## src/rtl/scumv_uart_protocol_mux.sv

```systemverilog
// Prefix-routed byte multiplexer: a 4-byte host tag selects a channel, a fixed-length request
// is forwarded to it and its fixed-length response is returned to the host UART.
module scumv_uart_protocol_mux #(
  parameter int                   NUM_CH         = 2,
  parameter logic [NUM_CH*32-1:0] PREFIX_TABLE   = {"stl+", "asc+"},
  parameter logic [NUM_CH*8-1:0]  REQ_LEN_TABLE  = {8'd16, 8'd22},
  parameter logic [NUM_CH*8-1:0]  RSP_LEN_TABLE  = {8'd16, 8'd1},
  parameter int                   TIMEOUT_CYCLES = 1_000_000,
  localparam int                  CH_W           = (NUM_CH > 1) ? $clog2(NUM_CH) : 1
) (
  input  logic                 clk,
  input  logic                 reset,
  input  logic [7:0]           rx_data,
  input  logic                 rx_valid,
  output logic                 rx_ready,
  output logic [7:0]           tx_data,
  output logic                 tx_valid,
  input  logic                 tx_ready,
  output logic [7:0]           ch_req_data,
  output logic [NUM_CH-1:0]    ch_req_valid,
  input  logic [NUM_CH-1:0]    ch_req_ready,
  input  logic [NUM_CH*8-1:0]  ch_rsp_data,
  input  logic [NUM_CH-1:0]    ch_rsp_valid,
  output logic [NUM_CH-1:0]    ch_rsp_ready,
  output logic [CH_W-1:0]      active_ch,
  output logic                 busy,
  output logic                 err_pulse,
  output logic [7:0]           err_count,
  output logic [1:0]           debug_state
);

  localparam logic [31:0] TO_LAST = 32'(TIMEOUT_CYCLES - 1);

  typedef enum logic [1:0] {IDLE = 2'd0, PREFIX = 2'd1, FWD = 2'd2, RSP = 2'd3} state_e;

  state_e              state_r, state_next_s;
  logic [7:0]          pfx0_r, pfx1_r, pfx2_r;
  logic [7:0]          pcnt_r, bcnt_r;
  logic [CH_W-1:0]     sel_r;
  logic [31:0]         tcnt_r;
  logic [7:0]          err_cnt_r;
  logic                err_pulse_r;

  logic [NUM_CH-1:0]   sel_oh_s;
  logic [7:0]          req_len_s, rsp_len_s, rsp_data_s;
  logic                rsp_valid_s, req_ready_s;
  logic                match_s;
  logic [CH_W-1:0]     match_idx_s;
  logic                rx_ready_s, tx_valid_s;
  logic [7:0]          tx_data_s;
  logic [NUM_CH-1:0]   ch_req_valid_s, ch_rsp_ready_s;
  logic                rx_acc_s, tx_acc_s, last_req_s, last_rsp_s;
  logic                to_s, bad_tag_s, err_s;

  // Table lookup for the selected channel and lowest-index tag match against the incoming prefix
  always_comb begin
    sel_oh_s    = '0;
    req_len_s   = 8'd0;
    rsp_len_s   = 8'd0;
    rsp_data_s  = 8'd0;
    rsp_valid_s = 1'b0;
    req_ready_s = 1'b0;
    match_s     = 1'b0;
    match_idx_s = '0;
    for (int k = 0; k < NUM_CH; k++) begin
      sel_oh_s[k] = (sel_r == CH_W'(k));
      req_len_s   = req_len_s  | ({8{sel_oh_s[k]}} & REQ_LEN_TABLE[k*8 +: 8]);
      rsp_len_s   = rsp_len_s  | ({8{sel_oh_s[k]}} & RSP_LEN_TABLE[k*8 +: 8]);
      rsp_data_s  = rsp_data_s | ({8{sel_oh_s[k]}} & ch_rsp_data[k*8 +: 8]);
      rsp_valid_s = rsp_valid_s | (sel_oh_s[k] & ch_rsp_valid[k]);
      req_ready_s = req_ready_s | (sel_oh_s[k] & ch_req_ready[k]);
    end
    for (int k = NUM_CH - 1; k >= 0; k--) begin
      match_idx_s = ({pfx0_r, pfx1_r, pfx2_r, rx_data} == PREFIX_TABLE[k*32 +: 32]) ? CH_W'(k) : match_idx_s;
      match_s     = match_s | ({pfx0_r, pfx1_r, pfx2_r, rx_data} == PREFIX_TABLE[k*32 +: 32]);
    end
  end

  // Combinational byte-path steering, forced quiet while reset is held
  always_comb begin
    rx_ready_s     = 1'b0;
    tx_valid_s     = 1'b0;
    tx_data_s      = 8'd0;
    ch_req_valid_s = '0;
    ch_rsp_ready_s = '0;
    if (reset) begin
      rx_ready_s = 1'b0;
    end else begin
      case (state_r)
        IDLE, PREFIX: rx_ready_s = 1'b1;
        FWD: begin
          rx_ready_s     = req_ready_s;
          ch_req_valid_s = sel_oh_s & {NUM_CH{rx_valid}};
        end
        RSP: begin
          tx_valid_s     = rsp_valid_s;
          tx_data_s      = rsp_data_s;
          ch_rsp_ready_s = sel_oh_s & {NUM_CH{tx_ready}};
        end
        default: rx_ready_s = 1'b0;
      endcase
    end
  end

  assign rx_acc_s   = rx_valid & rx_ready_s;
  assign tx_acc_s   = tx_valid_s & tx_ready;
  assign last_req_s = (bcnt_r == (req_len_s - 8'd1));
  assign last_rsp_s = (bcnt_r == (rsp_len_s - 8'd1));
  // An accept in the expiry cycle keeps the frame alive
  assign to_s       = (TIMEOUT_CYCLES != 0) && (state_r != IDLE) && (tcnt_r == TO_LAST) && !rx_acc_s && !tx_acc_s;
  assign bad_tag_s  = (state_r == PREFIX) && rx_acc_s && (pcnt_r == 8'd3) && !match_s;
  assign err_s      = bad_tag_s | to_s;

  // Next-state logic
  always_comb begin
    state_next_s = state_r;
    case (state_r)
      IDLE:    state_next_s = rx_acc_s ? PREFIX : IDLE;
      PREFIX: begin
        if (rx_acc_s && (pcnt_r == 8'd3)) state_next_s = match_s ? FWD : IDLE;
        else if (to_s)                     state_next_s = IDLE;
        else                               state_next_s = PREFIX;
      end
      FWD: begin
        if (rx_acc_s && last_req_s) state_next_s = (rsp_len_s != 8'd0) ? RSP : IDLE;
        else if (to_s)              state_next_s = IDLE;
        else                        state_next_s = FWD;
      end
      RSP: begin
        if ((tx_acc_s && last_rsp_s) || to_s) state_next_s = IDLE;
        else                                  state_next_s = RSP;
      end
      default: state_next_s = IDLE;
    endcase
  end

  // State register
  always_ff @(posedge clk) begin
    if (reset) state_r <= IDLE;
    else       state_r <= state_next_s;
  end

  // Prefix buffer, byte counters, channel select, idle timer and error counter
  always_ff @(posedge clk) begin
    if (reset) begin
      pfx0_r      <= 8'd0;
      pfx1_r      <= 8'd0;
      pfx2_r      <= 8'd0;
      pcnt_r      <= 8'd0;
      bcnt_r      <= 8'd0;
      sel_r       <= '0;
      tcnt_r      <= 32'd0;
      err_cnt_r   <= 8'd0;
      err_pulse_r <= 1'b0;
    end else begin
      err_pulse_r <= err_s;
      if (err_s && (err_cnt_r != 8'hFF)) err_cnt_r <= err_cnt_r + 8'd1;
      if ((state_next_s != state_r) || rx_acc_s || tx_acc_s || (state_r == IDLE)) tcnt_r <= 32'd0;
      else                                                                         tcnt_r <= tcnt_r + 32'd1;
      case (state_r)
        IDLE: if (rx_acc_s) begin
          pfx0_r <= rx_data;
          pcnt_r <= 8'd1;
        end
        PREFIX: if (rx_acc_s) begin
          if (pcnt_r == 8'd1) pfx1_r <= rx_data;
          if (pcnt_r == 8'd2) pfx2_r <= rx_data;
          if (pcnt_r == 8'd3) begin
            pcnt_r <= 8'd0;
            bcnt_r <= 8'd0;
            if (match_s) sel_r <= match_idx_s;
          end else begin
            pcnt_r <= pcnt_r + 8'd1;
          end
        end
        FWD: if (rx_acc_s) bcnt_r <= last_req_s ? 8'd0 : bcnt_r + 8'd1;
        RSP: if (tx_acc_s) bcnt_r <= last_rsp_s ? 8'd0 : bcnt_r + 8'd1;
        default: bcnt_r <= 8'd0;
      endcase
    end
  end

  assign rx_ready     = rx_ready_s;
  assign tx_valid     = tx_valid_s;
  assign tx_data      = tx_data_s;
  assign ch_req_data  = rx_data;
  assign ch_req_valid = ch_req_valid_s;
  assign ch_rsp_ready = ch_rsp_ready_s;
  assign active_ch    = sel_r;
  assign busy         = !reset && ((state_r == FWD) || (state_r == RSP));
  assign err_pulse    = err_pulse_r & !reset;
  assign err_count    = reset ? 8'd0 : err_cnt_r;
  assign debug_state  = state_r;

endmodule

```

## config.mk

```make
export PLATFORM = sky130hd
export DESIGN_NAME = scumv_uart_protocol_mux
export DESIGN_NICKNAME = d
export VERILOG_FILES = /design/src/rtl/scumv_uart_protocol_mux.sv
export SDC_FILE = /design/constraint.sdc
export NUM_CORES = 1
export LEC_CHECK = 0
export BUFFER_PORTS_ARGS = -buffer_cell sky130_fd_sc_hd__buf_4
export CAP_MARGIN = 30
export CORE_UTILIZATION = 58
export DETAILED_ROUTE_END_ITERATION = 6
export PLACE_DENSITY = 0.81
export SLEW_MARGIN = 40
export SYNTH_ARGS = -nofsm -noshare
export SYNTH_HDL_FRONTEND = slang
export SYNTH_SLANG_ARGS = --single-unit
```

## constraint.sdc

```tcl
create_clock -name clk -period 7 [get_ports clk]
set_clock_uncertainty 0.2 [all_clocks]
set_input_delay 0.35 -clock clk [delete_from_list [all_inputs] [get_ports clk]]
set_output_delay 0.35 -clock clk [all_outputs]
set_load 0.1 [all_outputs]
```

Word-level counts from Yosys, hierarchy flattened
Cells that the tools add are included.
- add/sub/neg operators: 6
- reduce and logical (&&, ||, !) cells: 33
- multiplexer cells: 33
- equal/unequal tests: 18
- bitwise operators: 19
- operator list (cell ; count):
    $mux W8 ; 12
    $eq A32 B31 Y1 const B ; 2
    $add A32 B1 Y32 const B ; 1
    $eq A32 B20 Y1 const B ; 1
    $add A8 B1 Y8 const B ; 3
    $pmux W8 S3 ; 1
    $mux W2 ; 10
    $and A8 B8 Y8 ; 2
    $eq A8 B2 Y1 const B ; 2
    $eq A8 B8 Y1 ; 2
    $pmux W8 S2 ; 1
    $sub A5 B1 Y6 const B ; 2
    $logic_and A1 B1 Y1 ; 11
    $reduce_and A3 Y1 ; 3
    $eq A8 B1 Y1 const B ; 1
    $ne A2 B2 Y1 const B ; 4
    $ne A8 B8 Y1 const B ; 1
    $or A8 B8 Y8 ; 1
    $pmux W2 S4 ; 1
    $reduce_bool A8 Y1 ; 1
    $and A1 B1 Y1 ; 7
    $mux W1 ; 7
    $logic_or A1 B1 Y1 ; 5
    $or A1 B5 Y5 ; 1
    other kinds (17) ; 27
- output and inout bits: 35
- bits of input ports: 32
- logic and storage cells: 119
- register bits after elaboration: 84

Longest topological paths before layout
- depth in word-level cells: 17
- mapped depth: 8
- mapped depth without buffers: 7

Worst setup path after synthesis
Ideal clock, no wire load.
- path type: register to output
- from: register state_r[1], in the netlist debug_state[1]
- to: output port tx_data[0]
- cell stages (with the launch flop): 6
- slack: 1691 ps
- buffers on the path: 2
- arrival time: 4759 ps
- data required time: 6450 ps
- cells stage by stage: dfxtp_1 clkbuf_1 clkbuf_1 nor2b_1 nand2_1 nor2_1
- cells in the longest elaborated chain, start to end: 3
- RTL lines (element ; RTL line ; text):
    from (decl) ; 36 ; state_e state_r, state_next_s;
    from (signal assigned) ; 140 ; else state_r <= state_next_s;
    $eq A2 B2 Y1 ; 89 ; case (state_r)
    $mux W8 ; 89 ;
    $mux W8 ; 86 ; if (reset) begin
    to (decl) ; 16 ; output logic [7:0] tx_data,
Every way passes these cells.

Worst setup path in the final report
- from: register tcnt_r[0]
- to: register err_cnt_r[5]
- cells in the longest elaborated chain, start to end: 6
- RTL lines (element ; RTL line ; text):
    from (decl) ; 40 ; logic [31:0] tcnt_r;
    from (signal assigned) ; 159 ; else tcnt_r <= tcnt_r + 32'd1;
    $eq A32 B20 Y1 ; 110 ; assign to_s = (TIMEOUT_CYCLES != 0) && (state_r != IDLE) && (tcnt_r == TO_LAST) && !rx_acc_s && !tx_acc_s;
    $logic_and A1 B1 Y1 (3 in series) ; 110 ;
    $or A1 B1 Y1 ; 112 ; assign err_s = bad_tag_s | to_s;
    $logic_and A1 B1 Y1 ; 157 ; if (err_s && (err_cnt_r != 8'hFF)) err_cnt_r <= err_cnt_r + 8'd1;
    to (signal assigned) ; 157 ;
    to (decl) ; 41 ; logic [7:0] err_cnt_r;
Every way passes these cells.
A chain may end at the register's enable or synchronous reset.

==> results.yml <==
yosys:
  synth_cell_types: 61
  synthTopCellsByCount: "nor2_1 (100), dfxtp_1 (84), nand2_1 (47), mux2i_1 (27), a21oi_1 (24)"
  ys_warn_count: 0
  synth_area_per_cell_um2: 8.268
  synth_area_leaders: "dfxtp_1 (39%), nor2_1 (8.7%), mux2i_1 (6.3%), nand2_1 (4.1%), xnor2_1 (4.1%)"
  async_flop_share_pct: 0
  synth_seq_cells: 84
  synth_cells: 521
  synth_edf_count: 0
  yosys.area.top_type: "dfxtp_1"
  yosysTopAreaCellShare_pct: 39.04
  syn_area_mm2: 0.004308
  ys_dominant_reg_cell: "dfxtp_1"
  syn-num-nets: 559
  synth_most_common_cell: "nor2_1"
  seq_area_frac_synth_pct: 39.04
floorplan:
  io_pins: 67
  die_h_um: 88.18
  rows: 31
  core_mm2: 0.007214
  dieWidth_um: 88.18
  start_util_pct: 59.71
  die-area_mm2: 0.007776
detailed_routing:
  drt-total-wl_mm: 9.412
  drt_iter0_markers: 190
  vias: 3755
  viasPerCell: 5.563
  drcViolationCount: 0
  final_antenna_net_count: 0
  drtPass1Iterations: 4
  routedWlPerCell_um: 13.94
global_routing:
  grt_overflow: 0
  grt_max_degree: 59
  grt_pass1_wl_mm: 14.86
  track_usage_pct: 24.43
  antenna_found_initial: 0
  grt_pass1_vias: 3369
pwr:
  worst_ir_drop_vdd_mv: 0.1120
  cellPowerDensity_mw_per_mm2: 179.6
  p_leak_nw: 1.880
  p_total_mw: 0.8936
clocking:
  clock_latency_ps: 360
  cts_resized: 0
  tritoncts: "yes"
  numClockSinks: 84
  cts_buffer_depth: 2
  path_clk_slew_ps: 90
  cts_setup_buffers: 0
  htree_levels: 3
  cts_hold_buf: 0
  cts_made_buffers: 9
  clockRootBuffer: "clkbuf_8"
worst_setup_path:
  cp_max_fo: 11
  path_delay_family: "simple AND/OR/NAND/NOR gates"
  cp.required_ps: 7100
  setup.worst_path.end_class: "flip-flop"
  cp_num_buf_inv: 0
  path_cells: "ha_1, nand3_1, or2_4, nor4_2, a22oi_2, or4_1, a21oi_1"
  start_kind: "flip-flop"
  crit_slowest_cell: "or4_1"
  cp_data_arrival_time_ps: 2810
  setup.worst_path.class: "reg2reg"
  cpPeakStageDelay_ps: 520
sta:
  finalSetupViolations: 0
  fin_crit_ps: 2710
  setup_tns_ps: 0
  fin_crit_sh_pct: 38.71
  tightest_slew_ps: 684.9
  fmax_ghz: 0.3690
  drv_slew: 0
  rsz0062_at_grt: "false"
  hold_slack_ps: 52.68
  hold_viol_final: 0
  relSlewSlack_pct: 54.20
placement:
  dp_hpwl_mm: 6.694
  numPortBuffers: 66
  globalplace.congestion: 0.8181
finish:
  final_util_pct: 68.96
  antenna_cells: 0
  final_nets: 609
  syn_to_final_growth_pct: 15.48
  final_layout_size_suffix_gt1_share_pct: 16.84
worst_hold_path:
  hold_path.class: "in2reg"
run_status:
  outcome: "finished, final reports clean"
flow_run:
  cap_violations: 0
## stage by stage
stage	instances	setup WS [ps]	cell area, µm²
CTS	675	4089	4974
floorplan	521	1691	4308
global route	675	4136	4975
finish	675	4290	4975
global placement	659	4269	4788
detailed placement	659	4093	4788
## cell families after synthesis
family,Yosys count,synth area share [%]
and+or+nand+nor,264,31.48
DFF,84,39.04
AOI/OAI and AO/OA,56,8.104
buffers and inverters,42,4.705
xor gates and xnor gates,40,8.133
muxes,29,6.796
adders and majority gates,6,1.743
## state kept, by name (all words and copies together) (netlist names)
| name | count |
|---|---|
| pfx0_r | 8 |
| err_pulse_r | 1 |
| err_cnt_r | 8 |
| tcnt_r | 32 |
| active_ch | 1 |
| pcnt_r | 8 |
| pfx2_r | 8 |
| debug_state | 2 |
| pfx1_r | 8 |
| bcnt_r | 8 |
## layout by cell type (no fill, tap or decap), types with 2 or more instances in the layout
cell / Yosys / final
clkbuf_8: 0 / 9
and2_1: 2 / 2
a21oi_1: 24 / 24
nor4_1: 3 / 3
o21a_1: 2 / 2
nand3_1: 20 / 20
and4_1: 7 / 7
nor4_2: 4 / 4
o21ai_0: 5 / 5
clkinvlp_4: 0 / 2
nor3_1: 15 / 15
o31ai_1: 5 / 5
nor2b_1: 11 / 11
a31oi_1: 3 / 3
nor2_1: 100 / 100
nand2_1: 47 / 47
or4_1: 5 / 5
and3_1: 7 / 7
or3b_1: 3 / 3
or3_1: 2 / 2
o21ai_1: 5 / 4
nor4b_1: 4 / 4
xor2_1: 20 / 20
mux2i_1: 27 / 27
nor4bb_1: 2 / 2
buf_4: 8 / 67
mux2_1: 2 / 2
inv_1: 14 / 14
clkbuf_1: 10 / 3
nand4_1: 14 / 14
dfxtp_1: 84 / 83
ha_1: 6 / 6
nand3b_1: 3 / 3
nand2b_1: 2 / 2
xnor2_1: 20 / 20
## final cells by class
| type | count | area [µm²] |
|---|---|---|
| timing repair buffer | 67 | 503.0 |
| sequential | 84 | 1683 |
| inverter | 14 | 52.55 |
| clock buffer | 12 | 135.1 |
| tap | 99 | 123.9 |
| fill | 594 | 2240 |
| multi-input combinational | 395 | 2427 |
| clock inverter | 4 | 50.05 |
## path summary, 6_finish.rpt
| path | from | endpoint | slack, ps | cells after the start |
|---|---|---|---|---|
| max | tcnt_r[0]$_SDFF_PP0_ | err_cnt_r[5]$_SDFFE_PP0P_ | 4290 | 7 |
| min | rx_data[6] | pfx2_r[6]$_SDFFE_PP0P_ | 50 | 3 |
| max reg2reg | tcnt_r[0]$_SDFF_PP0_ | err_cnt_r[5]$_SDFFE_PP0P_ | 4290 | 7 |
| min reg2reg | pfx0_r[7]$_SDFFE_PP0P_ | pfx0_r[7]$_SDFFE_PP0P_ | 260 | 2 |
## power by group
| part | leakage, nW | internal [mW] | total, mW | switching (mW) |
|---|---|---|---|---|
| logic | 1.12 | 0.0226 | 0.0707 | 0.0481 |
| registers | 0.678 | 0.481 | 0.485 | 0.00390 |
| clock network | 0.0866 | 0.165 | 0.338 | 0.173 |
## worst reg2reg max path, delay by kind of cell, from the launching register on
kind,cells,cell delay (ps)
AO/OA/AOI/OAI,2,430
adder cells (fa/ha/maj),1,250
flip-flops,1,370
AND/OR/NAND/NOR,4,1400
## per-layer routing
layer | routed length [µm] | vias up | GRT usage [%] | part of all wire [%]
met4 | 198 | 0 | 10.56 | 2.1
met2 | 4433 | 100 | 41.68 | 47
met5 | 0 | - | 0 | 0
li1 | - | 1895 | - | -
met3 | 491 | 23 | 4.524 | 5.2
met1 | 4289 | 1737 | 30.11 | 46
No activity file was read; power rests on OpenSTA's default activity.
